==> config.mk <==
export PLATFORM = sky130hd
export DESIGN_NAME = add_tree_pipe_flat
export DESIGN_NICKNAME = d
export VERILOG_FILES = /design/src/rtl/add_tree_pipe_if.sv /design/src/rtl/add_tree_pipe.sv /design/src/flat_wrapper.sv
export SDC_FILE = /design/constraint.sdc
export NUM_CORES = 1
export LEC_CHECK = 0
export ABC_AREA = 0
export ABC_CLOCK_PERIOD_IN_PS = 2800
export CAP_MARGIN = 30
export CORE_AREA = 2 2 181 165
export CTS_BUF_LIST = sky130_fd_sc_hd__clkbuf_4 sky130_fd_sc_hd__clkbuf_8 sky130_fd_sc_hd__clkbuf_16
export DETAILED_ROUTE_END_ITERATION = 8
export DIE_AREA = 0 0 183 167
export PLACE_DENSITY = 0.82
export SYNTH_ARGS = -nofsm -noshare
export SYNTH_HDL_FRONTEND = slang
export SYNTH_SLANG_ARGS = --single-unit
==> constraint.sdc <==
create_clock -name clk -period 2.8 [get_ports clk]
set_clock_uncertainty 0.05 [all_clocks]
set_input_delay 0.7 -clock clk [delete_from_list [all_inputs] [get_ports clk]]
set_output_delay 0.7 -clock clk [all_outputs]
set_load 0.01 [all_outputs]
==> src/rtl/add_tree_pipe_if.sv <==
// Beat-in / result-out handshake bundle for add_tree_pipe.
// out_avg exists only when ADD_TREE_NORM_EN is defined.
interface add_tree_pipe_if #(
    parameter int DW   = 16,
    parameter int NTAP = 9
);
    localparam int L  = $clog2(NTAP);
    localparam int SW = DW + L;
    localparam int CW = $clog2(NTAP + 1);

    logic                 in_valid;
    logic                 in_ready;
    logic [NTAP*DW-1:0]   in_data;
    logic [NTAP-1:0]      in_mask;
    logic                 out_valid;
    logic                 out_ready;
    logic [SW-1:0]        out_sum;
    logic [CW-1:0]        out_cnt;
`ifdef ADD_TREE_NORM_EN
    logic [SW-1:0]        out_avg;

    modport master (
        output in_valid, in_data, in_mask, out_ready,
        input  in_ready, out_valid, out_sum, out_cnt, out_avg
    );
    modport slave (
        input  in_valid, in_data, in_mask, out_ready,
        output in_ready, out_valid, out_sum, out_cnt, out_avg
    );
`else
    modport master (
        output in_valid, in_data, in_mask, out_ready,
        input  in_ready, out_valid, out_sum, out_cnt
    );
    modport slave (
        input  in_valid, in_data, in_mask, out_ready,
        output in_ready, out_valid, out_sum, out_cnt
    );
`endif
endinterface

==> src/rtl/add_tree_pipe.sv <==
// Pipelined masked adder tree: one registered binary-tree level per stage, with popcount of the mask.
// Define ADD_TREE_NORM_EN to append a rounding right-shift stage producing out_avg.
module add_tree_pipe #(
    parameter int DW    = 16,
    parameter int NTAP  = 9,
    parameter int SHIFT = 3
) (
    input logic           clk,
    input logic           rst_n,
    add_tree_pipe_if.slave bus
);
    localparam int L  = $clog2(NTAP);
    localparam int SW = DW + L;
    localparam int CW = $clog2(NTAP + 1);
    localparam int NH = (NTAP + 1) / 2;

    if (NTAP < 2 || NTAP > 32) begin : g_bad_ntap
        $error("add_tree_pipe: NTAP must be in 2..32");
    end

    function automatic logic [SW-1:0] round_shift(input logic [SW-1:0] s);
        logic [SW:0] t;
        if (SHIFT == 0) return s;
        t = {1'b0, s} + ((SW + 1)'(1) << (SHIFT > 0 ? SHIFT - 1 : 0));
        return SW'(t >> SHIFT);
    endfunction

    logic          adv;
    logic [CW-1:0] cnt_in;
    logic [SW-1:0] opnd  [L][NTAP+1];
    logic [SW-1:0] sum_p [L][NH];
    logic [CW-1:0] cnt_p [L];
    logic [L-1:0]  vld_p;

    assign adv          = bus.out_ready | ~bus.out_valid;
    assign bus.in_ready = adv;

    // Operands of every level; slots past the live operand count stay zero so the
    // odd leftover operand passes through as "x + 0".
    always_comb begin
        cnt_in = '0;
        for (int k = 0; k < L; k++)
            for (int i = 0; i <= NTAP; i++)
                opnd[k][i] = '0;
        for (int i = 0; i < NTAP; i++) begin
            if (bus.in_mask[i]) opnd[0][i] = SW'(bus.in_data[i*DW +: DW]);
            cnt_in = cnt_in + CW'(bus.in_mask[i]);
        end
        for (int k = 1; k < L; k++)
            for (int i = 0; i < NH; i++)
                opnd[k][i] = sum_p[k-1][i];
    end

    // Tree stages 1..L
    always_ff @(posedge clk or negedge rst_n) begin
        if (!rst_n) begin
            vld_p <= '0;
            for (int k = 0; k < L; k++) begin
                cnt_p[k] <= '0;
                for (int j = 0; j < NH; j++) sum_p[k][j] <= '0;
            end
        end else if (adv) begin
            vld_p[0] <= bus.in_valid;
            if (bus.in_valid) begin
                cnt_p[0] <= cnt_in;
                for (int j = 0; j < NH; j++)
                    sum_p[0][j] <= opnd[0][2*j] + opnd[0][2*j+1];
            end
            for (int k = 1; k < L; k++) begin
                vld_p[k] <= vld_p[k-1];
                cnt_p[k] <= cnt_p[k-1];
                for (int j = 0; j < NH; j++)
                    sum_p[k][j] <= opnd[k][2*j] + opnd[k][2*j+1];
            end
        end
    end

`ifdef ADD_TREE_NORM_EN
    logic          vld_po;
    logic [SW-1:0] sum_po;
    logic [SW-1:0] avg_po;
    logic [CW-1:0] cnt_po;

    // Normalisation stage L+1
    always_ff @(posedge clk or negedge rst_n) begin
        if (!rst_n) begin
            vld_po <= 1'b0;
            sum_po <= '0;
            avg_po <= '0;
            cnt_po <= '0;
        end else if (adv) begin
            vld_po <= vld_p[L-1];
            sum_po <= sum_p[L-1][0];
            avg_po <= round_shift(sum_p[L-1][0]);
            cnt_po <= cnt_p[L-1];
        end
    end

    assign bus.out_valid = vld_po;
    assign bus.out_sum   = sum_po;
    assign bus.out_cnt   = cnt_po;
    assign bus.out_avg   = avg_po;
`else
    assign bus.out_valid = vld_p[L-1];
    assign bus.out_sum   = sum_p[L-1][0];
    assign bus.out_cnt   = cnt_p[L-1];
`endif

endmodule
==> src/flat_wrapper.sv <==
// flat-port wrapper written by rule: the top's interface ports become plain ports
module add_tree_pipe_flat 
#(
    parameter int DW    = 16,
    parameter int NTAP  = 9,
    parameter int SHIFT = 3
)
  (clk, rst_n, bus_in_valid, bus_in_data, bus_in_mask, bus_out_ready, bus_in_ready, bus_out_valid, bus_out_sum, bus_out_cnt);
  add_tree_pipe_if #(.DW(DW), .NTAP(NTAP)) bus_i ();
  input logic clk;
  input logic rst_n;
  input wire logic [$bits(bus_i.in_valid)-1:0] bus_in_valid;
  input wire logic [$bits(bus_i.in_data)-1:0] bus_in_data;
  input wire logic [$bits(bus_i.in_mask)-1:0] bus_in_mask;
  input wire logic [$bits(bus_i.out_ready)-1:0] bus_out_ready;
  output wire logic [$bits(bus_i.in_ready)-1:0] bus_in_ready;
  output wire logic [$bits(bus_i.out_valid)-1:0] bus_out_valid;
  output wire logic [$bits(bus_i.out_sum)-1:0] bus_out_sum;
  output wire logic [$bits(bus_i.out_cnt)-1:0] bus_out_cnt;
  assign bus_i.in_valid = bus_in_valid;
  assign bus_i.in_data = bus_in_data;
  assign bus_i.in_mask = bus_in_mask;
  assign bus_i.out_ready = bus_out_ready;
  assign bus_in_ready = bus_i.in_ready;
  assign bus_out_valid = bus_i.out_valid;
  assign bus_out_sum = bus_i.out_sum;
  assign bus_out_cnt = bus_i.out_cnt;
  add_tree_pipe #(.DW(DW), .NTAP(NTAP), .SHIFT(SHIFT)) u_core (.clk(clk), .rst_n(rst_n), .bus(bus_i));
endmodule
==> results.sh <==
export IMPL_hold_path_class="primary input to asynchronous set/reset pin"
export IMPL_ys_ff_latch=211
export IMPL_synthDistinctLibCells=68
export IMPL_die_area_sq_mm=0.03056
export IMPL_violations="setup timing"
export IMPL_grt_pass1_vias=13137
export IMPL_dp_hpwl_um=28230
export IMPL_fin_crit_ns=2.956
export IMPL_die_y_um=167
export IMPL_crit_arrival_ns=3.35
export IMPL_synth_top_area_share_pct=35.89
export IMPL_crit_chain="buf_8 > ha_4 > inv_4 > fa_1 > fa_1 > fa_1 > inv_2 > ha_4 > fa_2 > xnor2_2 > o21ai_1"
export IMPL_numCtsBuffers=23
export IMPL_rsz0062_at_grt="true"
export IMPL_hold_buffers=0
export IMPL_grt_first_pass_wirelength_um=61360
export IMPL_slowest_stage="fa_1"
export IMPL_syn_area_sq_mm=0.01471
export IMPL_internal_power_mw=10.37
export IMPL_insertion_delay_ns=0.51
export IMPL_r2r_slack_ns=0.12
export IMPL_fmax_mhz=338.3
export IMPL_cp_start_kind="primary input"
export IMPL_drive_above_1_share_pct=13.58
export IMPL_final_cell_mix="341 x nand2_1, 211 x dfrtp_1, 166 x clkdlybuf4s50_1"
export IMPL_worst_pin_slew_ns=0.6444
export IMPL_swShare_pct=40.86
export IMPL_cts_sinks=211
export IMPL_crit_cells=11
export IMPL_drt_wl_total_um=37130
export IMPL_drcViolationCount=0
export IMPL_wl_per_cell_um=15.29
export IMPL_critPathMaxFanout=3
export IMPL_nNetsFinal=2354
export IMPL_drt_vias_per_instance=5.513
export IMPL_num_rows=59
export IMPL_setup_viol=3
export IMPL_path_class="primary input to flop"
export IMPL_placed_area_sq_mm=0.01812
export IMPL_setup_ws_ns=-0.1557
export IMPL_ys_top_cells_by_area="dfrtp_1 36%, ha_1 12%, nand2_1 8.7%"
export IMPL_htree_num_levels=1
export IMPL_avgSynthCellArea_sq_um=8.461
export IMPL_crit_buf_inv=3
export IMPL_pwr_share_seq_pct=29.7
export IMPL_core_sq_mm=0.02864
export IMPL_grtUsageTotal_pct=23.83
export IMPL_path_clk_slew_ns=0.06
export IMPL_io_buffers=182
export IMPL_synth_edf_count=0
export IMPL_slowest_delay_ns=0.51
export IMPL_synthFlopType="dfrtp_1"
export IMPL_syn_inst=1739
export IMPL_tritoncts="done"
export IMPL_powerDensity_mw_per_mm2=916.6
export IMPL_clockBufferDepth=3
export IMPL_max_cap_violations=0
export IMPL_status="complete, but fails checks"
export IMPL_antenna_found_initial=0
export IMPL_syn2layout_area_growth_pct=30.03
export IMPL_synth_top_cell_by_area="dfrtp_1"
export IMPL_fin_cells=2428
export IMPL_tns_ns=-0.3562
export IMPL_first_pass_iters=7
export IMPL_dr_first_iter_drc_count=842
export IMPL_critPathTopFamily="adder cells"
export IMPL_yosysWarnings=0
export IMPL_power_switching_mw=7.165
export IMPL_reg2reg_depth=13
export IMPL_cellLeakagePower_nw=9.311
export IMPL_grt_max_degree=110
export IMPL_vdd_ir_drop_worst_v=0.0007339
export IMPL_required_ns=3.19
export IMPL_crit_path_end_kind="flop"
export IMPL_root_buffer="clkbuf_16"
export IMPL_ios=183
export IMPL_dpl_cell_count=2376
export IMPL_crit_path_frequent_cell="fa_1"
export IMPL_syn_num_nets=2047
export IMPL_p_comb_share_pct=52.3
export IMPL_postRouteAntennaNets=0
export IMPL_grt_overflow=0
export IMPL_antenna_cells=0
export IMPL_hold_viol_final=0
export IMPL_finalMaxSlewViolations=0
export IMPL_synthArstFlopShare_pct=100.0
export IMPL_min_period_over_period_pct=105.6
export IMPL_die_x_um=183
export IMPL_vias=13386
export IMPL_gp_congestion=0.8901
export IMPL_synth_seq_area_share_pct=35.89
export IMPL_final_common_cell="nand2_1"
export IMPL_initial_core_util_pct=51.37
export IMPL_slew_headroom_pct=57.04
export IMPL_design_area_sq_mm=0.01913
export IMPL_clockPowerShare_pct=18.1
==> worst register-to-register path: stages, from the launching register on <==
cell and delay (ns):
dfrtp_1 0.38, ha_1 0.21, inv_1 0.07, fa_2 0.21, and2b_1 0.21, o2111ai_2 0.22
a311oi_2 0.16, buf_4 0.17, buf_4 0.12, buf_4 0.12, a31o_2 0.21, a21oi_1 0.16
xor2_1 0.17, o21ai_0 0.09
==> metrics by stage <==
stage	hold slack (ns)	setup slack [ns]	util, %	power (mW)
floorplan	0.3544	-0.4731	-	11.25
global placement	0.3950	-1.056	63.28	13.73
detailed placement	0.4003	-1.121	63.28	14.07
CTS	0.1937	-0.2476	66.21	17.38
global route	0.2168	-0.2476	66.79	18.89
finish	0.1717	-0.1557	66.79	17.54
==> power by group through the flow <==
stage | registers, mW | logic (mW) | clock network, mW
2_1_floorplan | 4.93 | 6.32 | 0
3_3_place_gp | 5.18 | 8.55 | 0
3_5_place_dp | 5.23 | 8.84 | 0
4_1_cts | 5.19 | 9.00 | 3.19
5_1_grt | 5.32 | 10.2 | 3.34
6_report | 5.20 | 9.17 | 3.17
==> cell usage after synthesis, drive strengths merged (4+ instances only) <==
master and n:
o21ai 146, o311ai 6, a211o 7, nand2 342, nor2 89, a311oi 4, o221ai 6, clkbuf 58
a21oi 134, o21a 13, o211ai 10, a211oi 28, fa 13, and2 134, a31oi 13, nand2b 16
nand4 10, and3 10, ha 138, buf 11, nor2b 8, nor3 14, inv 56, o21bai 15
o31ai 15, dfrtp 211, xor2 45, a21o 49, nand3 37, xnor2 48
==> sequential cells by signal, summed over array words and instances (netlist names) <==
| signal | flops |
|---|---|
| u_core.bus.out_cnt | 4 |
| u_core.vld_p | 4 |
| u_core.cnt_p | 12 |
| u_core.bus.out_sum | 20 |
| u_core.opnd | 171 |
==> cell type report <==
cell class              count  area, sq um
fillers                  2269         9512
multi-input cells        1402         9174
flip-flops and latches    211         5280
repair buffers            351         3203
clock buffers              33        675.6
well taps                 366        457.9
inverters                  57        219.0
clock inverters             8        121.4
==> cell families after synthesis <==
kind of cell | synth area share [%]
AOI/OAI and AO/OA | 20.08
xor gates and xnor gates | 5.536
adders and majority gates | 13.50
buffers and inverters | 3.325
DFF | 35.89
muxes | 0.3657
and+or+nand+nor | 21.30
==> path summary, 6_finish.rpt <==
kind                                  startpoint                     end
worst max-delay path              bus_in_mask[1]        u_core.cnt_p[14]
worst max register to register  u_core.opnd[160]  u_core.bus.out_sum[14]
worst min-delay path                       rst_n        u_core.opnd[352]
max in group asynchronous                  rst_n        u_core.opnd[548]
min in group clk                 u_core.vld_p[2]         u_core.vld_p[3]
worst min register to register   u_core.vld_p[2]         u_core.vld_p[3]
==> repair_timing <==
item,CTS,global route
pin swaps,19,39
buffers inserted,2,9
gates resized for setup,30,43
endpoints found under the setup margin,27,32
==> layer usage <==
metal / GRT usage (%) / share of wire [%] / vias to the layer above
met5: 0 / 0 / -
met4: 4.696 / 1.9 / 0
met3: 3.040 / 4.1 / 50
met2: 41.47 / 49 / 328
met1: 32.03 / 45 / 6345
li1: - / - / 6663
No activity file was read; power rests on OpenSTA's default activity.
